===== src/rtl/regfile_pkg.sv =====
// Shared constants, opcode/state types and decode helpers for the 10-bit register file sequencer.
package regfile_pkg;

    localparam int unsigned DATA_W = 10;
    localparam int unsigned ADDR_W = 2;

    // Instruction field positions
    localparam int unsigned OP_MSB = 9;
    localparam int unsigned OP_LSB = 6;
    localparam int unsigned RX_MSB = 5;
    localparam int unsigned RX_LSB = 4;
    localparam int unsigned RY_MSB = 3;
    localparam int unsigned RY_LSB = 2;

    typedef enum logic [3:0] {
        OP_LOAD = 4'b0000,
        OP_COPY = 4'b0001,
        OP_ADD  = 4'b0010,
        OP_SUB  = 4'b0011,
        OP_INV  = 4'b0100,
        OP_ADDI = 4'b0110,
        OP_SUBI = 4'b0111
    } opcode_e;

    typedef enum logic [2:0] {
        ST_IDLE = 3'd0,
        ST_IMM  = 3'd1,
        ST_READ = 3'd2,
        ST_WB   = 3'd3,
        ST_FIN  = 3'd4
    } seq_state_e;

    function automatic logic op_legal(input logic [3:0] op);
        case (op)
            OP_LOAD, OP_COPY, OP_ADD, OP_SUB, OP_INV, OP_ADDI, OP_SUBI: op_legal = 1'b1;
            default: op_legal = 1'b0;
        endcase
    endfunction

    function automatic logic op_sets_flags(input logic [3:0] op);
        case (op)
            OP_ADD, OP_SUB, OP_ADDI, OP_SUBI: op_sets_flags = 1'b1;
            default: op_sets_flags = 1'b0;
        endcase
    endfunction

endpackage


===== src/rtl/regfile_alu.sv =====
// Combinational single ALU: result and carry/borrow from two register operands,
// a 2-bit immediate and the opcode.
module regfile_alu #(
    parameter int unsigned DATA_W = regfile_pkg::DATA_W
) (
    input  logic [DATA_W-1:0] a,
    input  logic [DATA_W-1:0] b,
    input  logic [1:0]        imm,
    input  logic [3:0]        opcode,
    output logic [DATA_W-1:0] result,
    output logic              carry
);
    import regfile_pkg::*;

    logic [DATA_W:0] imm_ext;

    assign imm_ext = {{(DATA_W-1){1'b0}}, imm};

    // For subtraction the extra top bit is the borrow (set when a < b).
    always_comb begin
        result = '0;
        carry  = 1'b0;
        case (opcode)
            OP_COPY: result = b;
            OP_ADD:  {carry, result} = {1'b0, a} + {1'b0, b};
            OP_SUB:  {carry, result} = {1'b0, a} - {1'b0, b};
            OP_INV:  result = ~b;
            OP_ADDI: {carry, result} = {1'b0, a} + imm_ext;
            OP_SUBI: {carry, result} = {1'b0, a} - imm_ext;
            default: ;
        endcase
    end

endmodule


===== src/rtl/regfile_sequencer.sv =====
// Instruction sequencer and ALU datapath driving a 4x10-bit register file.
// Optional REGFILE_SEQ_FLAGS_EN adds FLAG_Z/FLAG_C outputs.
module regfile_sequencer #(
    parameter int unsigned DATA_W = regfile_pkg::DATA_W,
    parameter int unsigned ADDR_W = regfile_pkg::ADDR_W
) (
    input  logic              CLKb,
    input  logic              RSTb,
    input  logic [DATA_W-1:0] INSTR,
    input  logic              VALID,
    output logic              READY,
    input  logic [DATA_W-1:0] Q0,
    input  logic [DATA_W-1:0] Q1,
    output logic              ENR0,
    output logic              ENR1,
    output logic [ADDR_W-1:0] RDA0,
    output logic [ADDR_W-1:0] RDA1,
    output logic              ENW,
    output logic [ADDR_W-1:0] WRA,
    output logic [DATA_W-1:0] D,
    output logic              DONE,
    output logic              ILLEGAL
`ifdef REGFILE_SEQ_FLAGS_EN
    ,
    output logic              FLAG_Z,
    output logic              FLAG_C
`endif
);
    import regfile_pkg::*;

    seq_state_e        state, state_d;
    logic [DATA_W-1:0] ir, ir_d;
    logic [DATA_W-1:0] r, r_d;
    logic              rc, rc_d;
    logic              rdy_en;
    logic              accept;
    logic [3:0]        op;
    logic [ADDR_W-1:0] rx, ry;
    logic [1:0]        imm;
    logic [DATA_W-1:0] alu_res;
    logic              alu_c;
    logic [1:0]        ir_low_unused;

    assign op            = ir[OP_MSB:OP_LSB];
    assign rx            = ir[RX_MSB:RX_LSB];
    assign ry            = ir[RY_MSB:RY_LSB];
    assign imm           = ir[RY_MSB:RY_LSB];
    assign ir_low_unused = ir[1:0];

    // READY stays low during reset and rises on the first clock edge after release.
    assign READY  = rdy_en && (state == ST_IDLE || state == ST_IMM);
    assign accept = VALID && READY;

    regfile_alu #(
        .DATA_W (DATA_W)
    ) u_alu (
        .a      (Q0),
        .b      (Q1),
        .imm    (imm),
        .opcode (op),
        .result (alu_res),
        .carry  (alu_c)
    );

    always_comb begin
        state_d = state;
        ir_d    = ir;
        r_d     = r;
        rc_d    = rc;
        case (state)
            ST_IDLE: begin
                if (accept) begin
                    ir_d = INSTR;
                    if (INSTR[OP_MSB:OP_LSB] == OP_LOAD) begin
                        state_d = ST_IMM;
                    end else if (!op_legal(INSTR[OP_MSB:OP_LSB])) begin
                        state_d = ST_FIN;
                    end else begin
                        state_d = ST_READ;
                    end
                end
            end
            ST_IMM: begin
                if (accept) begin
                    r_d     = INSTR;
                    state_d = ST_WB;
                end
            end
            ST_READ: begin
                r_d     = alu_res;
                rc_d    = alu_c;
                state_d = ST_WB;
            end
            ST_WB:   state_d = ST_FIN;
            ST_FIN:  state_d = ST_IDLE;
            default: state_d = ST_IDLE;
        endcase
    end

    always_ff @(posedge CLKb or negedge RSTb) begin
        if (!RSTb) begin
            state  <= ST_IDLE;
            ir     <= '0;
            r      <= '0;
            rc     <= 1'b0;
            rdy_en <= 1'b0;
        end else begin
            state  <= state_d;
            ir     <= ir_d;
            r      <= r_d;
            rc     <= rc_d;
            rdy_en <= 1'b1;
        end
    end

    // All register file controls decode from registered state only.
    always_comb begin
        ENR0    = 1'b0;
        ENR1    = 1'b0;
        RDA0    = '0;
        RDA1    = '0;
        ENW     = 1'b0;
        WRA     = '0;
        D       = '0;
        DONE    = 1'b0;
        ILLEGAL = 1'b0;
        case (state)
            ST_READ: begin
                ENR0 = 1'b1;
                ENR1 = 1'b1;
                RDA0 = rx;
                RDA1 = ry;
            end
            ST_WB: begin
                ENW = 1'b1;
                WRA = rx;
                D   = r;
            end
            ST_FIN: begin
                DONE    = 1'b1;
                ILLEGAL = !op_legal(op);
            end
            default: ;
        endcase
    end

`ifdef REGFILE_SEQ_FLAGS_EN
    logic flag_z, flag_c;

    always_ff @(posedge CLKb or negedge RSTb) begin
        if (!RSTb) begin
            flag_z <= 1'b0;
            flag_c <= 1'b0;
        end else if (state == ST_WB && op_sets_flags(op)) begin
            flag_z <= (r == '0);
            flag_c <= rc;
        end
    end

    assign FLAG_Z = flag_z;
    assign FLAG_C = flag_c;
`else
    logic rc_unused;
    assign rc_unused = rc;
`endif

endmodule


===== config.mk =====
export PLATFORM = sky130hd
export DESIGN_NAME = regfile_sequencer
export DESIGN_NICKNAME = d
export VERILOG_FILES = /design/src/rtl/regfile_pkg.sv /design/src/rtl/regfile_alu.sv /design/src/rtl/regfile_sequencer.sv
export SDC_FILE = /design/constraint.sdc
export NUM_CORES = 1
export LEC_CHECK = 0
export CORE_ASPECT_RATIO = 0.6
export CORE_UTILIZATION = 40
export CTS_CLUSTER_SIZE = 40
export DETAILED_ROUTE_END_ITERATION = 10
export PLACE_DENSITY = 0.64
export SETUP_SLACK_MARGIN = 0.3
export SYNTH_ARGS = -nofsm -noshare
export SYNTH_HDL_FRONTEND = slang
export SYNTH_HIERARCHICAL = 1
export SYNTH_SLANG_ARGS = --single-unit

===== constraint.sdc =====
create_clock -name CLKb -period 2.5 [get_ports CLKb]
set_input_delay 0.25 -clock CLKb [delete_from_list [all_inputs] [get_ports CLKb]]
set_output_delay 0.25 -clock CLKb [all_outputs]
set_load 0.01 [all_outputs]

==> metrics.cfg <==
[run_status]
status=complete, but fails checks
failed_checks=DRC, setup timing

[clocking]
cts_sinks=22
postCtsHoldBufs=0
cts-root-buf=clkbuf_16
clk_latency_ns=0.26
numCtsBuffers=3
htree_levels=1
cts_tree=built
path_clk_slew_ns=0.06
clk_path_buf_depth=2

[setup_path]
end_kind=register
r2r_start=ir[2]
critical_path_class=reg -> reg
path_buf_inv=0
crit_required_ns=2.64
crit_fanout=2
cp_cell_sequence=ha_4 -> fa_2 -> or4b_4 -> nor4_4 -> o22ai_2 -> a221oi_2 -> o221ai_2 -> and2_1 -> a221o_1
cpPeakStageDelay_ns=0.50
crit_family=simple AND/OR/NAND/NOR gates
cp_slowest_cell=or4b_4
crit_start=ir[2]
worst_setup_path_start_kind=register
critPathArrivalTime_ns=2.64

[global_route]
grt_max_degree=23
antenna_found_initial=0
first_global_vias=2836
grt_pass1_wl_um=15200
grt_overflow=0
grt_use_total_pct=26.3

[sta]
max-slew-margin-rel_pct=63.3
finalSetupViolations=1
grt_setup_unrepaired=yes
report.final.hold_viol_count=0
fin_crit_sh_pct=100
period_needed_ns=2.50
worst_pin_slew_ns=0.551
fin_ws_ns=-0.00206
maxSlewViolCount=0
fmax_ghz=0.400
skew_ns=0.00138

[layout]
antennaDiodeCount=0
final_util_pct=63.0
layout_commonest_cell=buf_4
finish.instance_area_um2=4300
fillCellCount=594
fin_nets=511
layout_common_cells=buf_4 (53), clkdlybuf4s50_1 (40), nor2_1 (31)
final_cells=537
syn_to_final_growth_pct=49.3
drive_gt1_share_pct=32.9

[power_and_ir_drop]
p_leak_nw=1.88
ir_worst_vdd_uv=470
powerDensity_nw_per_um2=807

[logic_synthesis]
syn_area_per_cell_um2=8.20
synthesis.area_um2=2880
synthCells=351
syn-num-nets=411
ys_warn_count=6

[routing]
wl_per_cell_um=17.8
avgViaCountPerCell=5.76
drcViolationCount=6
firstDrtPassIters=10
ant_nets=0
drt_iter0_markers=265
finalWirelength_um=9540
vias=3094

[placement]
io_buffers=54
dpl.hpwl_um=7240
numPlacedInstances=525
place_congestion=0.918
placed_area_um2=3810

[floorplan]
die_w_um=111
start_util_pct=42.2
dieArea_um2=7550
ios=55
die_h_um=67.7
num_rows=23
coreArea_um2=6820

[hold_path]
hold_class=in -> async

[flow_run]
maxCapViolations=0

## worst paths after layout
check / slack (ns) / depth (start not counted) / end
max: -0.002 / 9 / r[8]
min in group CLKb: 0.52 / 1 / r[3]
min reg2reg: 0.52 / 1 / r[3]
min: 0.34 / 2 / ir[5]
max in group asynchronous: 1.91 / 2 / state[1]
max reg2reg: -0.002 / 9 / r[8]
## power breakdown
part | switching [mW] | internal (mW) | total, mW
combinational | 1.15 | 1.15 | 2.30
clock | 0.132 | 0.318 | 0.450
sequential | 0.182 | 0.530 | 0.712
total | 1.47 | 2.00 | 3.47
## worst reg2reg max path: stages, from the launching register on
cell and delay [ns]:
dfrtp_1 0.39, ha_4 0.17, fa_2 0.23, or4b_4 0.50, nor4_4 0.18, o22ai_2 0.11, a221oi_2 0.27, o221ai_2 0.12
and2_1 0.15, a221o_1 0.26
## stage by stage
stage	hold slack, ns	setup slack [ns]	TNS, ns	power (mW)
after floorplan	-0.0456	0.197	0	1.96
after global placement	0.505	-0.444	-2.31	2.64
after detailed placement	0.498	-0.472	-2.48	2.66
after CTS	0.353	0.0211	0	3.25
after global routing	0.372	-0.141	-0.244	3.70
final	0.341	-0.00206	-0.00206	3.47
## registers in the layout (all words and copies together) (netlist names)
| register | cells |
|---|---|
| rdy_en | 1 |
| r | 10 |
| state | 3 |
| ir | 8 |
## layer usage
metal,wire length (µm),track usage (%),vias up
li1,-,-,1462
met5,0,0,-
met3,936,6.10,9
met2,3640,35.7,146
met1,4910,41.8,1477
met4,61,2.70,0
## what timing repair did
action | CTS | global route
setup buffers | 2 | 6
resized for setup | 68 | 35
endpoints found under the setup margin | 13 | 24
pin swaps | 18 | 18
## final cells by class
| type | instances | area [µm²] | share of cell area [%] |
|---|---|---|---|
| Multi-Input combinational cell | 291 | 2430 | 56.6 |
| Timing Repair Buffer | 113 | 1000 | 23.4 |
| Sequential cell | 22 | 556 | 12.9 |
| Tap cell | 87 | 109 | 2.53 |
| Inverter | 20 | 90.1 | 2.10 |
| Clock buffer | 3 | 75.1 | 1.75 |
| Clock inverter | 1 | 30.0 | 0.699 |
Power figures use the tool's default switching activity.
